### src/rtl/hazard_controller_if.sv
// Hazard controller bundle: pipeline-side hazard inputs and the stall/flush,
// redirect, MDU launch and stall-counter outputs.
// The controller connects through the slave modport; the pipeline driving
// hazard information connects through the master modport.
// dbg_state exposes the sequencing state: 0 = RUN, 1 = MDU_BUSY, 2 = MDU_HOLD.
// Handshake: mdu_start_o is a one-cycle launch pulse. mdu_done_i is a level
// that the MDU raises when the result is valid and holds stable until the
// next mdu_start_o. The controller consumes it only while an op is in flight.
interface hazard_controller_if #(
    parameter int CNT_W = 32
);
    logic [4:0]       id_rs1_addr_i;
    logic [4:0]       id_rs2_addr_i;
    logic             id_uses_rs1_i;
    logic             id_uses_rs2_i;
    logic [4:0]       ex_rd_i;
    logic             ex_mem_read_i;
    logic             ex_mdu_op_i;
    logic             ex_branch_taken_i;
    logic             mdu_done_i;
    logic             dmem_req_i;
    logic             dmem_ready_i;
    logic             mdu_start_o;
    logic             pc_stall_o;
    logic             if_id_stall_o;
    logic             id_ex_stall_o;
    logic             ex_mem_stall_o;
    logic             id_ex_flush_o;
    logic             ex_mem_flush_o;
    logic             mem_wb_flush_o;
    logic             if_id_flush_o;
    logic             pc_redirect_o;
    logic [CNT_W-1:0] stall_cycles_o;
    logic [1:0]       dbg_state;

    modport slave (
        input  id_rs1_addr_i, id_rs2_addr_i, id_uses_rs1_i, id_uses_rs2_i,
        input  ex_rd_i, ex_mem_read_i, ex_mdu_op_i, ex_branch_taken_i,
        input  mdu_done_i, dmem_req_i, dmem_ready_i,
        output mdu_start_o, pc_stall_o, if_id_stall_o, id_ex_stall_o,
        output ex_mem_stall_o, id_ex_flush_o, ex_mem_flush_o, mem_wb_flush_o,
        output if_id_flush_o, pc_redirect_o, stall_cycles_o, dbg_state
    );

    modport master (
        output id_rs1_addr_i, id_rs2_addr_i, id_uses_rs1_i, id_uses_rs2_i,
        output ex_rd_i, ex_mem_read_i, ex_mdu_op_i, ex_branch_taken_i,
        output mdu_done_i, dmem_req_i, dmem_ready_i,
        input  mdu_start_o, pc_stall_o, if_id_stall_o, id_ex_stall_o,
        input  ex_mem_stall_o, id_ex_flush_o, ex_mem_flush_o, mem_wb_flush_o,
        input  if_id_flush_o, pc_redirect_o, stall_cycles_o, dbg_state
    );
endinterface

### src/rtl/hazard_controller.sv
// Stall/flush authority for the 5-stage rv32 pipeline: load-use interlock,
// multi-cycle MDU sequencing, data-memory wait freeze, branch redirect and
// a stall-cycle counter. All control outputs are combinational from the
// registered state and the current inputs; they are forced low in reset.
module hazard_controller #(
    parameter int CNT_W = 32
) (
    input  logic                clk_i,
    input  logic                rst_ni,
    hazard_controller_if.slave  bus
);

    typedef enum logic [1:0] {
        RUN      = 2'd0,
        MDU_BUSY = 2'd1,
        MDU_HOLD = 2'd2
    } state_t;

    localparam logic [CNT_W-1:0] CNT_ONE = {{(CNT_W-1){1'b0}}, 1'b1};

    state_t           state;
    logic [CNT_W-1:0] stall_cnt;

    logic mem_stall;
    logic in_run;
    logic mdu_start;
    logic mdu_release;
    logic mdu_stall;
    logic rs1_hit;
    logic rs2_hit;
    logic load_use;
    logic branch;
    logic pc_stall;
    logic if_id_stall;
    logic id_ex_stall;
    logic id_ex_flush;

    // Hazard detection and stall/flush arbitration.
    always_comb begin
        mem_stall   = bus.dmem_req_i & ~bus.dmem_ready_i;
        in_run      = (state == RUN);

        // An MDU op launches only once the memory stage is not frozen.
        mdu_start   = in_run & bus.ex_mdu_op_i & ~mem_stall;

        // Release: a result seen in BUSY, or a result already parked in
        // HOLD, lets the op leave EX as soon as memory is not waiting.
        mdu_release = ~mem_stall &
                      (((state == MDU_BUSY) & bus.mdu_done_i) | (state == MDU_HOLD));

        // The front of the pipe holds from the start cycle until release.
        mdu_stall   = mdu_start | (~in_run & ~mdu_release);

        rs1_hit     = bus.id_uses_rs1_i & (bus.id_rs1_addr_i == bus.ex_rd_i);
        rs2_hit     = bus.id_uses_rs2_i & (bus.id_rs2_addr_i == bus.ex_rd_i);
        load_use    = in_run & bus.ex_mem_read_i & (bus.ex_rd_i != 5'd0) &
                      (rs1_hit | rs2_hit);

        // A taken branch squashes the younger instructions, so it wins over
        // the load-use stall; memory wait defers it entirely.
        branch      = bus.ex_branch_taken_i & ~mem_stall;

        pc_stall    = mem_stall | (~branch & (mdu_stall | load_use));
        if_id_stall = pc_stall;
        id_ex_flush = ~mem_stall & (branch | (load_use & ~mdu_stall));
        id_ex_stall = (mem_stall | mdu_stall) & ~id_ex_flush;
    end

    assign bus.mdu_start_o    = rst_ni & mdu_start;
    assign bus.pc_stall_o     = rst_ni & pc_stall;
    assign bus.if_id_stall_o  = rst_ni & if_id_stall;
    assign bus.id_ex_stall_o  = rst_ni & id_ex_stall;
    assign bus.ex_mem_stall_o = rst_ni & mem_stall;
    assign bus.id_ex_flush_o  = rst_ni & id_ex_flush;
    assign bus.ex_mem_flush_o = rst_ni & ~mem_stall & mdu_stall;
    assign bus.mem_wb_flush_o = rst_ni & mem_stall;
    assign bus.if_id_flush_o  = rst_ni & branch;
    assign bus.pc_redirect_o  = rst_ni & branch;
    assign bus.stall_cycles_o = stall_cnt;
    assign bus.dbg_state      = state;

    // MDU sequencing: launch, wait for done, park the result under memory wait.
    always_ff @(posedge clk_i or negedge rst_ni) begin
        if (!rst_ni) begin
            state <= RUN;
        end else begin
            case (state)
                RUN: begin
                    if (mdu_start) begin
                        state <= MDU_BUSY;
                    end
                end
                MDU_BUSY: begin
                    if (bus.mdu_done_i) begin
                        state <= mem_stall ? MDU_HOLD : RUN;
                    end
                end
                MDU_HOLD: begin
                    if (!mem_stall) begin
                        state <= RUN;
                    end
                end
                default: begin
                    state <= RUN;
                end
            endcase
        end
    end

    // Count every cycle in which the PC is held; wraps naturally.
    always_ff @(posedge clk_i or negedge rst_ni) begin
        if (!rst_ni) begin
            stall_cnt <= '0;
        end else if (pc_stall) begin
            stall_cnt <= stall_cnt + CNT_ONE;
        end
    end

endmodule

### src/flat_wrapper.sv
// flat-port wrapper written by rule: the top's interface ports become plain ports
module hazard_controller_flat 
#(
    parameter int CNT_W = 32
)
  (clk_i, rst_ni, bus_id_rs1_addr_i, bus_id_rs2_addr_i, bus_id_uses_rs1_i, bus_id_uses_rs2_i, bus_ex_rd_i, bus_ex_mem_read_i, bus_ex_mdu_op_i, bus_ex_branch_taken_i, bus_mdu_done_i, bus_dmem_req_i, bus_dmem_ready_i, bus_mdu_start_o, bus_pc_stall_o, bus_if_id_stall_o, bus_id_ex_stall_o, bus_ex_mem_stall_o, bus_id_ex_flush_o, bus_ex_mem_flush_o, bus_mem_wb_flush_o, bus_if_id_flush_o, bus_pc_redirect_o, bus_stall_cycles_o, bus_dbg_state);
  hazard_controller_if #(.CNT_W(CNT_W)) bus_i ();
  input  logic clk_i;
  input  logic rst_ni;
  input wire logic [$bits(bus_i.id_rs1_addr_i)-1:0] bus_id_rs1_addr_i;
  input wire logic [$bits(bus_i.id_rs2_addr_i)-1:0] bus_id_rs2_addr_i;
  input wire logic [$bits(bus_i.id_uses_rs1_i)-1:0] bus_id_uses_rs1_i;
  input wire logic [$bits(bus_i.id_uses_rs2_i)-1:0] bus_id_uses_rs2_i;
  input wire logic [$bits(bus_i.ex_rd_i)-1:0] bus_ex_rd_i;
  input wire logic [$bits(bus_i.ex_mem_read_i)-1:0] bus_ex_mem_read_i;
  input wire logic [$bits(bus_i.ex_mdu_op_i)-1:0] bus_ex_mdu_op_i;
  input wire logic [$bits(bus_i.ex_branch_taken_i)-1:0] bus_ex_branch_taken_i;
  input wire logic [$bits(bus_i.mdu_done_i)-1:0] bus_mdu_done_i;
  input wire logic [$bits(bus_i.dmem_req_i)-1:0] bus_dmem_req_i;
  input wire logic [$bits(bus_i.dmem_ready_i)-1:0] bus_dmem_ready_i;
  output wire logic [$bits(bus_i.mdu_start_o)-1:0] bus_mdu_start_o;
  output wire logic [$bits(bus_i.pc_stall_o)-1:0] bus_pc_stall_o;
  output wire logic [$bits(bus_i.if_id_stall_o)-1:0] bus_if_id_stall_o;
  output wire logic [$bits(bus_i.id_ex_stall_o)-1:0] bus_id_ex_stall_o;
  output wire logic [$bits(bus_i.ex_mem_stall_o)-1:0] bus_ex_mem_stall_o;
  output wire logic [$bits(bus_i.id_ex_flush_o)-1:0] bus_id_ex_flush_o;
  output wire logic [$bits(bus_i.ex_mem_flush_o)-1:0] bus_ex_mem_flush_o;
  output wire logic [$bits(bus_i.mem_wb_flush_o)-1:0] bus_mem_wb_flush_o;
  output wire logic [$bits(bus_i.if_id_flush_o)-1:0] bus_if_id_flush_o;
  output wire logic [$bits(bus_i.pc_redirect_o)-1:0] bus_pc_redirect_o;
  output wire logic [$bits(bus_i.stall_cycles_o)-1:0] bus_stall_cycles_o;
  output wire logic [$bits(bus_i.dbg_state)-1:0] bus_dbg_state;
  assign bus_i.id_rs1_addr_i = bus_id_rs1_addr_i;
  assign bus_i.id_rs2_addr_i = bus_id_rs2_addr_i;
  assign bus_i.id_uses_rs1_i = bus_id_uses_rs1_i;
  assign bus_i.id_uses_rs2_i = bus_id_uses_rs2_i;
  assign bus_i.ex_rd_i = bus_ex_rd_i;
  assign bus_i.ex_mem_read_i = bus_ex_mem_read_i;
  assign bus_i.ex_mdu_op_i = bus_ex_mdu_op_i;
  assign bus_i.ex_branch_taken_i = bus_ex_branch_taken_i;
  assign bus_i.mdu_done_i = bus_mdu_done_i;
  assign bus_i.dmem_req_i = bus_dmem_req_i;
  assign bus_i.dmem_ready_i = bus_dmem_ready_i;
  assign bus_mdu_start_o = bus_i.mdu_start_o;
  assign bus_pc_stall_o = bus_i.pc_stall_o;
  assign bus_if_id_stall_o = bus_i.if_id_stall_o;
  assign bus_id_ex_stall_o = bus_i.id_ex_stall_o;
  assign bus_ex_mem_stall_o = bus_i.ex_mem_stall_o;
  assign bus_id_ex_flush_o = bus_i.id_ex_flush_o;
  assign bus_ex_mem_flush_o = bus_i.ex_mem_flush_o;
  assign bus_mem_wb_flush_o = bus_i.mem_wb_flush_o;
  assign bus_if_id_flush_o = bus_i.if_id_flush_o;
  assign bus_pc_redirect_o = bus_i.pc_redirect_o;
  assign bus_stall_cycles_o = bus_i.stall_cycles_o;
  assign bus_dbg_state = bus_i.dbg_state;
  hazard_controller #(.CNT_W(CNT_W)) u_core (.clk_i(clk_i), .rst_ni(rst_ni), .bus(bus_i));
endmodule
### config.mk
export PLATFORM = sky130hd
export DESIGN_NAME = hazard_controller_flat
export DESIGN_NICKNAME = d
export VERILOG_FILES = /design/src/rtl/hazard_controller_if.sv /design/src/rtl/hazard_controller.sv /design/src/flat_wrapper.sv
export SDC_FILE = /design/constraint.sdc
export NUM_CORES = 1
export LEC_CHECK = 0
export ABC_AREA = 1
export CORE_MARGIN = 10
export CORE_UTILIZATION = 49
export DETAILED_ROUTE_END_ITERATION = 10
export GPL_ROUTABILITY_DRIVEN = 0
export GPL_TIMING_DRIVEN = 0
export PLACE_DENSITY_LB_ADDON = 0.05
export SYNTH_ARGS = -nofsm -noshare
export SYNTH_HDL_FRONTEND = slang
export SYNTH_SLANG_ARGS = --single-unit
### constraint.sdc
create_clock -name clk_i -period 2 [get_ports clk_i]
set_clock_uncertainty 0.15 [all_clocks]
set_input_delay 0.2 -clock clk_i [delete_from_list [all_inputs] [get_ports clk_i]]
set_output_delay 0.2 -clock clk_i [all_outputs]
set_load 0.02 [all_outputs]
==> results of run 1 <==
## area by class of cell
class	count	area (um^2)
buffer	11	86.3
clock inverter	2	12.5
multi-input combinational	342	1640
tap	70	87.6
inverter	31	116
sequential	34	855
clock buffer	6	82.6
fill	468	1500
timing repair buffer	77	766
## final timing paths
kind | from | endpoint | slack (ns)
max | bus_id_rs2_addr_i[0] | bus_pc_stall_o | -0.02
max reg2reg | u_core.bus.dbg_state[1] | u_core.bus.stall_cycles_o[14] | 0.19
min reg2reg | u_core.bus.stall_cycles_o[29] | u_core.bus.stall_cycles_o[29] | 0.38
min | rst_ni | u_core.bus.stall_cycles_o[26] | 0.33
min in group clk_i | bus_mdu_done_i | u_core.bus.dbg_state[0] | 0.38
max in group asynchronous | rst_ni | u_core.bus.dbg_state[0] | 1.15
## what timing repair did
item | CTS | global route
gates resized for setup | 36 | 34
hold endpoints to repair | 34 | 0
pin swaps | 3 | 13
hold buffers | 2 | 0
buffers inserted | 3 | 4
setup endpoints to repair | 10 | 18
## cell families after synthesis
logic type	count (synthesis)	share of synthesized area [%]
simple gates	322	52.6
buf+inv	43	7.95
flops	34	32.6
xor+xnor	15	5.03
compound gates	4	1.34
fa+ha+maj	1	0.479
## worst max-delay path, cell delays in order
cell and delay (ns):
clkdlybuf4s50_1 0.45, inv_1 0.05, nand2_1 0.06, nand2_1 0.05, nor2_1 0.13, nand3_1 0.11
nand2_2 0.08, nand2_2 0.08, nand2_4 0.09, nand2_8 0.06, nor2_4 0.09, buf_6 0.10
buf_6 0.10
## state kept, by name, summed over array words and instances, names as in the netlist
| name | cells |
|---|---|
| u_core.bus.dbg_state | 2 |
| u_core.bus.stall_cycles_o | 32 |
## metal layers
| layer | up-vias | track usage, % | part of all wire [%] |
|---|---|---|---|
| met5 | - | 0 | 0 |
| met4 | 0 | 3.34 | 0.61 |
| met3 | 11 | 5.12 | 7.2 |
| met2 | 96 | 32.0 | 50 |
| met1 | 1343 | 22.5 | 42 |
| li1 | 1471 | - | - |
## synth_stat cells (all sizes together)
cell and count:
a21oi 2, clkbuf 2, ha 1, xor2 11, nand3 44, nand2 197
buf 10, o31ai 1, xnor2 4, dfrtp 34, o22ai 1, inv 31
nand3b 13, nor2 66, nand4 2
## where the power goes
group | switching (uW) | internal [uW]
Combinational | 426 | 337
Sequential | 89.4 | 742
Clock | 272 | 277
## per-stage QoR
stage / util, % / instances / hold WS [ns] / power [uW] / worst slack, ns
floorplan: - / 419 / -0.246 / 1240 / 0.0762
global placement: 65.9 / 557 / 0.353 / 1520 / -1.61
detailed placement: 65.8 / 557 / 0.209 / 1530 / -0.751
CTS: 69.0 / 569 / 0.346 / 2090 / -0.0701
global route: 70.9 / 573 / 0.371 / 2270 / -0.154
finish: 70.9 / 573 / 0.333 / 2140 / -0.0161
==> impl_results.md, run 1 <==
* Post-route fraction of the period consumed by the critical path at 101%
* Reg clk slew, reported paths at 0.08 ns
* Final setup slack of the worst path at -0.0161 ns
* Effective utilization at floorplan at 50.8%
* Net total in the final layout at 528
* Number of placement rows at 26
* Maximum vdd ir drop at 0.000765 V
* Kind of critical path: in2out
* All-layer global routing usage at 18.5%
* Most used cells in the layout excluding fill and tap cells: 186 x nand2_1, 55 x nor2_1, 50 x clkdlybuf4s50_1, 42 x nand3_1, 31 x dfrtp_1
* Number of global-route vias before repair at 2920
* Sink count of the clock tree at 34
* Cell chosen for the clock root: clkbuf_8
* Kind of end point of the critical path: primary output
* Number of library cell types mapped by synthesis at 24
* Finished layout cell area at 0.00364 mm^2
* Largest net degree at the start of global routing at 35
* Commonest non-fill, non-tap cell in the layout: nand2_1
* # Max-Cap Violations at 0
* Insertion delay to the later sink of the worst-skew pair at 0.29 ns
* Number of DRC markers after the initial detailed-route iteration at 191
* Worst Setup Start Kind: input pin
* Run status: finished with violations
* Fin. Hold Viols at 0
* Syn Std Cell Area at 0.00261 mm^2
* Via count of the routed design at 2921
* Count of input and output buffers at 68
* Yosys top cell by area: dfrtp_1
* Mean number of vias per cell at 5.10
* Post-route minimum period at 2.02 ns
* Depth of the worst register-to-register path at 11
* Width of the die at 93.0 um
* Fraction of final layout cells with drive strength greater than 1 at 13.5%
* First-pass GRT wire length at 13.5 mm
* Data arrival time at the worst-slack endpoint at 1.67 ns
* Transition time at the pin with the least slew margin at 0.485 ns
* Synthesis-stage register bit count at 34
* Count of pins over their slew limit at 0
* Count of yosys warnings during synthesis at 0
* Seq/Total Area, Yosys at 32.6%
* Core Box Area at 0.00514 mm^2
* Number of optimization iterations in the first detailed-route pass at 5
* Slew margin rel. at 67.6%
* Dpl hpwl at 6.05 mm
* Number of buffers on the longest clock path at 2
* Mean Syn Cell Area at 6.24 um^2
* Number of routed nets with antenna violations at 0
* Critical Path Fanout Max at 2
* Unrepaired setup endpoints after global routing: true
* DR WL/cell at 13.8 um
* Total leakage power at 0.00182 uW
* Post-detailed-routing wire length at 7.92 mm
* Post-route DRC violation count at 0
* Violated checks: negative setup slack
* Antenna violations before repair at 0
* Post-synth net total at 445
* Hold/Removal Path Class: in2async
* DIE AREA at 0.00865 mm^2
* Count of mapped cells out of synthesis at 419
* N_diodes at 0
* Pwr Density at 588 mW/mm^2
* Area added between synthesis and finish at 39.4%
* Synth top area cells: dfrtp_1 33%, nand2_1 28%, nand3_1 8.2%, nor2_1 8.2%, inv_1 4.2%
* Fmax at 0.496 GHz
* Remaining global-route overflow at 0
* Setup tns final at -0.0161 ns
* CTS tree: yes
* DP Area at 0.00338 mm^2
* H-tree depth reported by CTS at 2
* Worst endpoint required time at 1.65 ns
* Fraction of post-synthesis cell area in the top cell type by area at 32.6%
* Floorplan die height at 93.0 um
* Finish-stage setup viols at 1
* Inserted Clock Buffers at 5
* IO Count at 69
Note: power is estimated with default switching activity, not from simulation.
==> run 2, diff against run 1 <==
--- a/config.mk
+++ b/config.mk
@@ -11,7 +11,8 @@
 export DETAILED_ROUTE_END_ITERATION = 10
 export GPL_ROUTABILITY_DRIVEN = 0
 export GPL_TIMING_DRIVEN = 0
-export PLACE_DENSITY_LB_ADDON = 0.05
+export PLACE_DENSITY = 0.88
+export SKIP_CTS_REPAIR_TIMING = 1
 export SYNTH_ARGS = -nofsm -noshare
 export SYNTH_HDL_FRONTEND = slang
 export SYNTH_SLANG_ARGS = --single-unit
==> impl_results.md, run 2 (synthesis results as in run 1) <==
* CTS tree: yes (unchanged)
* Total leakage power at 0.00193 uW (was 0.00182 uW)
* Core Box Area at 0.00514 mm^2 (unchanged)
* Commonest non-fill, non-tap cell in the layout: nand2_1 (unchanged)
* Largest stage delay on the critical path at 0.44 ns (was 0.45 ns)
* DP Worst Slack at -0.754 ns (was -0.751 ns)
* Run status: finished with violations (unchanged)
* Kind of critical path: reg2out (was in2out)
* Transition time at the pin with the least slew margin at 0.485 ns (about the same)
* Cell-by-cell trace of the critical path: nor2_4, nand3_2, nand2_2, a21oi_4, nand2_4, nand2_8, nor2_4, buf_4, buf_4 (was clkdlybuf4s50_1, inv_1, nand2_1, nand2_1, nor2_1, nand3_1, nand2_2, nand2_2, nand2_4, nand2_8, nor2_4, buf_6, buf_6)
* Inserted Clock Buffers at 5 (unchanged)
* IO Count at 69 (unchanged)
* N_diodes at 0 (unchanged)
* Net total in the final layout at 530 (was 528)
* Dpl hpwl at 6.17 mm (was 6.05 mm)
* Largest net degree at the start of global routing at 39 (was 35)
* Count of input and output buffers at 68 (unchanged)
* Via count of the routed design at 2961 (was 2921)
* Final core utilization at 71.4% (was 70.9%)
* Hold/Removal Path Class: in2async (unchanged)
* Effective utilization at floorplan at 50.8% (unchanged)
* Critical Path Fanout Max at 4 (was 2)
* Launch point of the worst path: u_core.bus.dbg_state[0] (was bus_id_rs2_addr_i[0])
* Worst reg2reg path startpoint: u_core.bus.dbg_state[1] (unchanged)
* Count of buffer and inverter cells on the critical path at 2 (was 4)
* Post-route minimum period at 2.07 ns (was 2.02 ns)
* Worst Setup Start Kind: flop (was input pin)
* Slew margin rel. at 67.7% (was 67.6%)
* Fmax at 0.484 GHz (was 0.496 GHz)
* # Max-Cap Violations at 0 (unchanged)
* DR WL/cell at 14.0 um (was 13.8 um)
* Number of DRC markers after the initial detailed-route iteration at 280 (was 191)
* All-layer global routing usage at 18.1% (was 18.5%)
* Sink count of the clock tree at 34 (unchanged)
* Count of pins over their slew limit at 0 (unchanged)
* Number of routed nets with antenna violations at 0 (unchanged)
* Cell chosen for the clock root: clkbuf_8 (unchanged)
* Finish-stage setup viols at 2 (was 1)
* First-pass GRT wire length at 13.0 mm (was 13.5 mm)
* DIE AREA at 0.00865 mm^2 (unchanged)
* Post-detailed-routing wire length at 8.05 mm (was 7.92 mm)
* Finished layout cell area at 0.00367 mm^2 (was 0.00364 mm^2)
* Pwr Density at 602 mW/mm^2 (was 588 mW/mm^2)
* Final setup slack of the worst path at -0.0674 ns (was -0.0161 ns)
* Post-layout instance count excluding filler cells at 575 (was 573)
* Width of the die at 93.0 um (unchanged)
* Count of filler cells inserted in the layout at 448 (was 468)
* Slowest stage cell, crit path: dfrtp_2 (was clkdlybuf4s50_1)
* Fin. Hold Viols at 0 (unchanged)
* Cell Count Post-Placement at 557 (unchanged)
* Kind of end point of the critical path: primary output (unchanged)
* Floorplan die height at 93.0 um (unchanged)
* Reg clk slew, reported paths at 0.07 ns (was 0.08 ns)
* H-tree depth reported by CTS at 2 (unchanged)
* Data arrival time at the worst-slack endpoint at 1.72 ns (was 1.67 ns)
* Mean number of vias per cell at 5.15 (was 5.10)
* Number of optimization iterations in the first detailed-route pass at 5 (unchanged)
* Flip-flop count of the largest register, all copies and words added at 32 (unchanged)
* Number of global-route vias before repair at 2768 (was 2920)
* Fraction of final layout cells with drive strength greater than 1 at 12.9% (was 13.5%)
* Post-route DRC violation count at 0 (unchanged)
* Violated checks: negative setup slack (unchanged)
* Maximum vdd ir drop at 0.000564 V (was 0.000765 V)
* DP Area at 0.00338 mm^2 (unchanged)
* Remaining global-route overflow at 0 (unchanged)
* Cell family with most CP delay: simple AND/OR/NAND/NOR gates (unchanged)
* Insertion delay to the later sink of the worst-skew pair at 0.29 ns (about the same)
* Unrepaired setup endpoints after global routing: true (unchanged)
* Number of buffers on the longest clock path at 2 (unchanged)
* Number of placement rows at 26 (unchanged)
* Worst endpoint required time at 1.65 ns (about the same)
* Post-route fraction of the period consumed by the critical path at 103% (was 101%)
* Area added between synthesis and finish at 40.4% (was 39.4%)
* Antenna violations before repair at 0 (unchanged)
* Most used cells in the layout excluding fill and tap cells: 189 x nand2_1, 53 x nor2_1, 44 x clkdlybuf4s50_1, 43 x nand3_1, 31 x dfrtp_1 (was 186 x nand2_1, 55 x nor2_1, 50 x clkdlybuf4s50_1, 42 x nand3_1, 31 x dfrtp_1)
-- run 2: cell types whose count changed in the layout (fill, tap and decap cells not counted), moves of 2 or more --
cell / previous run / this run
dlymetal6s2s_1: 9 / 17
clkdlybuf4s50_1: 50 / 44
nor2_2: 7 / 9
nor2_1: 55 / 53
clkbuf_8: 6 / 9
inv_1: 25 / 27
nand2_1: 186 / 189
inv_2: 6 / 4
-- run 2: report_power, final --
group	switching [uW]	internal [uW]
clock	249	348
combinational	431	347
sequential	89.9	742
total	771	1440
-- run 2: path summary, 6_finish.rpt --
kind	slack, ns	cells after the start	end
max	-0.07	9	bus_pc_stall_o
min	0.33	3	u_core.bus.stall_cycles_o[28]
max reg2reg	0.07	11	u_core.bus.stall_cycles_o[18]
min reg2reg	0.37	2	u_core.bus.stall_cycles_o[31]
max in group asynchronous	1.18	3	u_core.bus.stall_cycles_o[0]
min in group clk_i	0.35	2	u_core.bus.dbg_state[0]
-- run 2: area by class of cell --
cell class              instances  area [um^2]  share of cell area [%]
well taps                      70         87.6                    2.39
plain buffers                  11         82.6                    2.25
flip-flops and latches         34          855                    23.3
clock buffers                   8          110                    3.00
inverters                      31          116                    3.17
repair buffers                 79          807                    22.0
multi-input cells             342         1610                    43.9
-- run 2: through the flow --
step                power [uW]  hold WS (ns)  TNS, ns
global route              2330         0.344   -0.318
floorplan                 1240        -0.246        0
CTS                       2130        -0.108    -5.51
detailed placement        1530         0.194    -5.36
finish                    2210         0.335   -0.104
global placement          1510         0.351   -23.22
-- run 2: routing by layer --
layer	up-vias	GRT usage (%)	routed length (um)
li1	1466	-	-
met1	1345	21.7	3260
met2	129	31.5	4010
met3	21	3.84	611
met4	0	5.66	174
met5	-	0	0
-- run 2: tightest hold or removal path: cells and delay by family --
kind / cells / cell delay, ns
buffers and inverters: 3 / 0.93
==> run 3, diff against run 2 <==
--- a/config.mk
+++ b/config.mk
@@ -6,6 +6,7 @@
 export NUM_CORES = 1
 export LEC_CHECK = 0
 export ABC_AREA = 1
+export ABC_CLOCK_PERIOD_IN_PS = 2000
 export CORE_MARGIN = 10
 export CORE_UTILIZATION = 49
 export DETAILED_ROUTE_END_ITERATION = 10
==> results of run 3 <==
No change in the layout: final DEF, timing and power equal those of run 2.
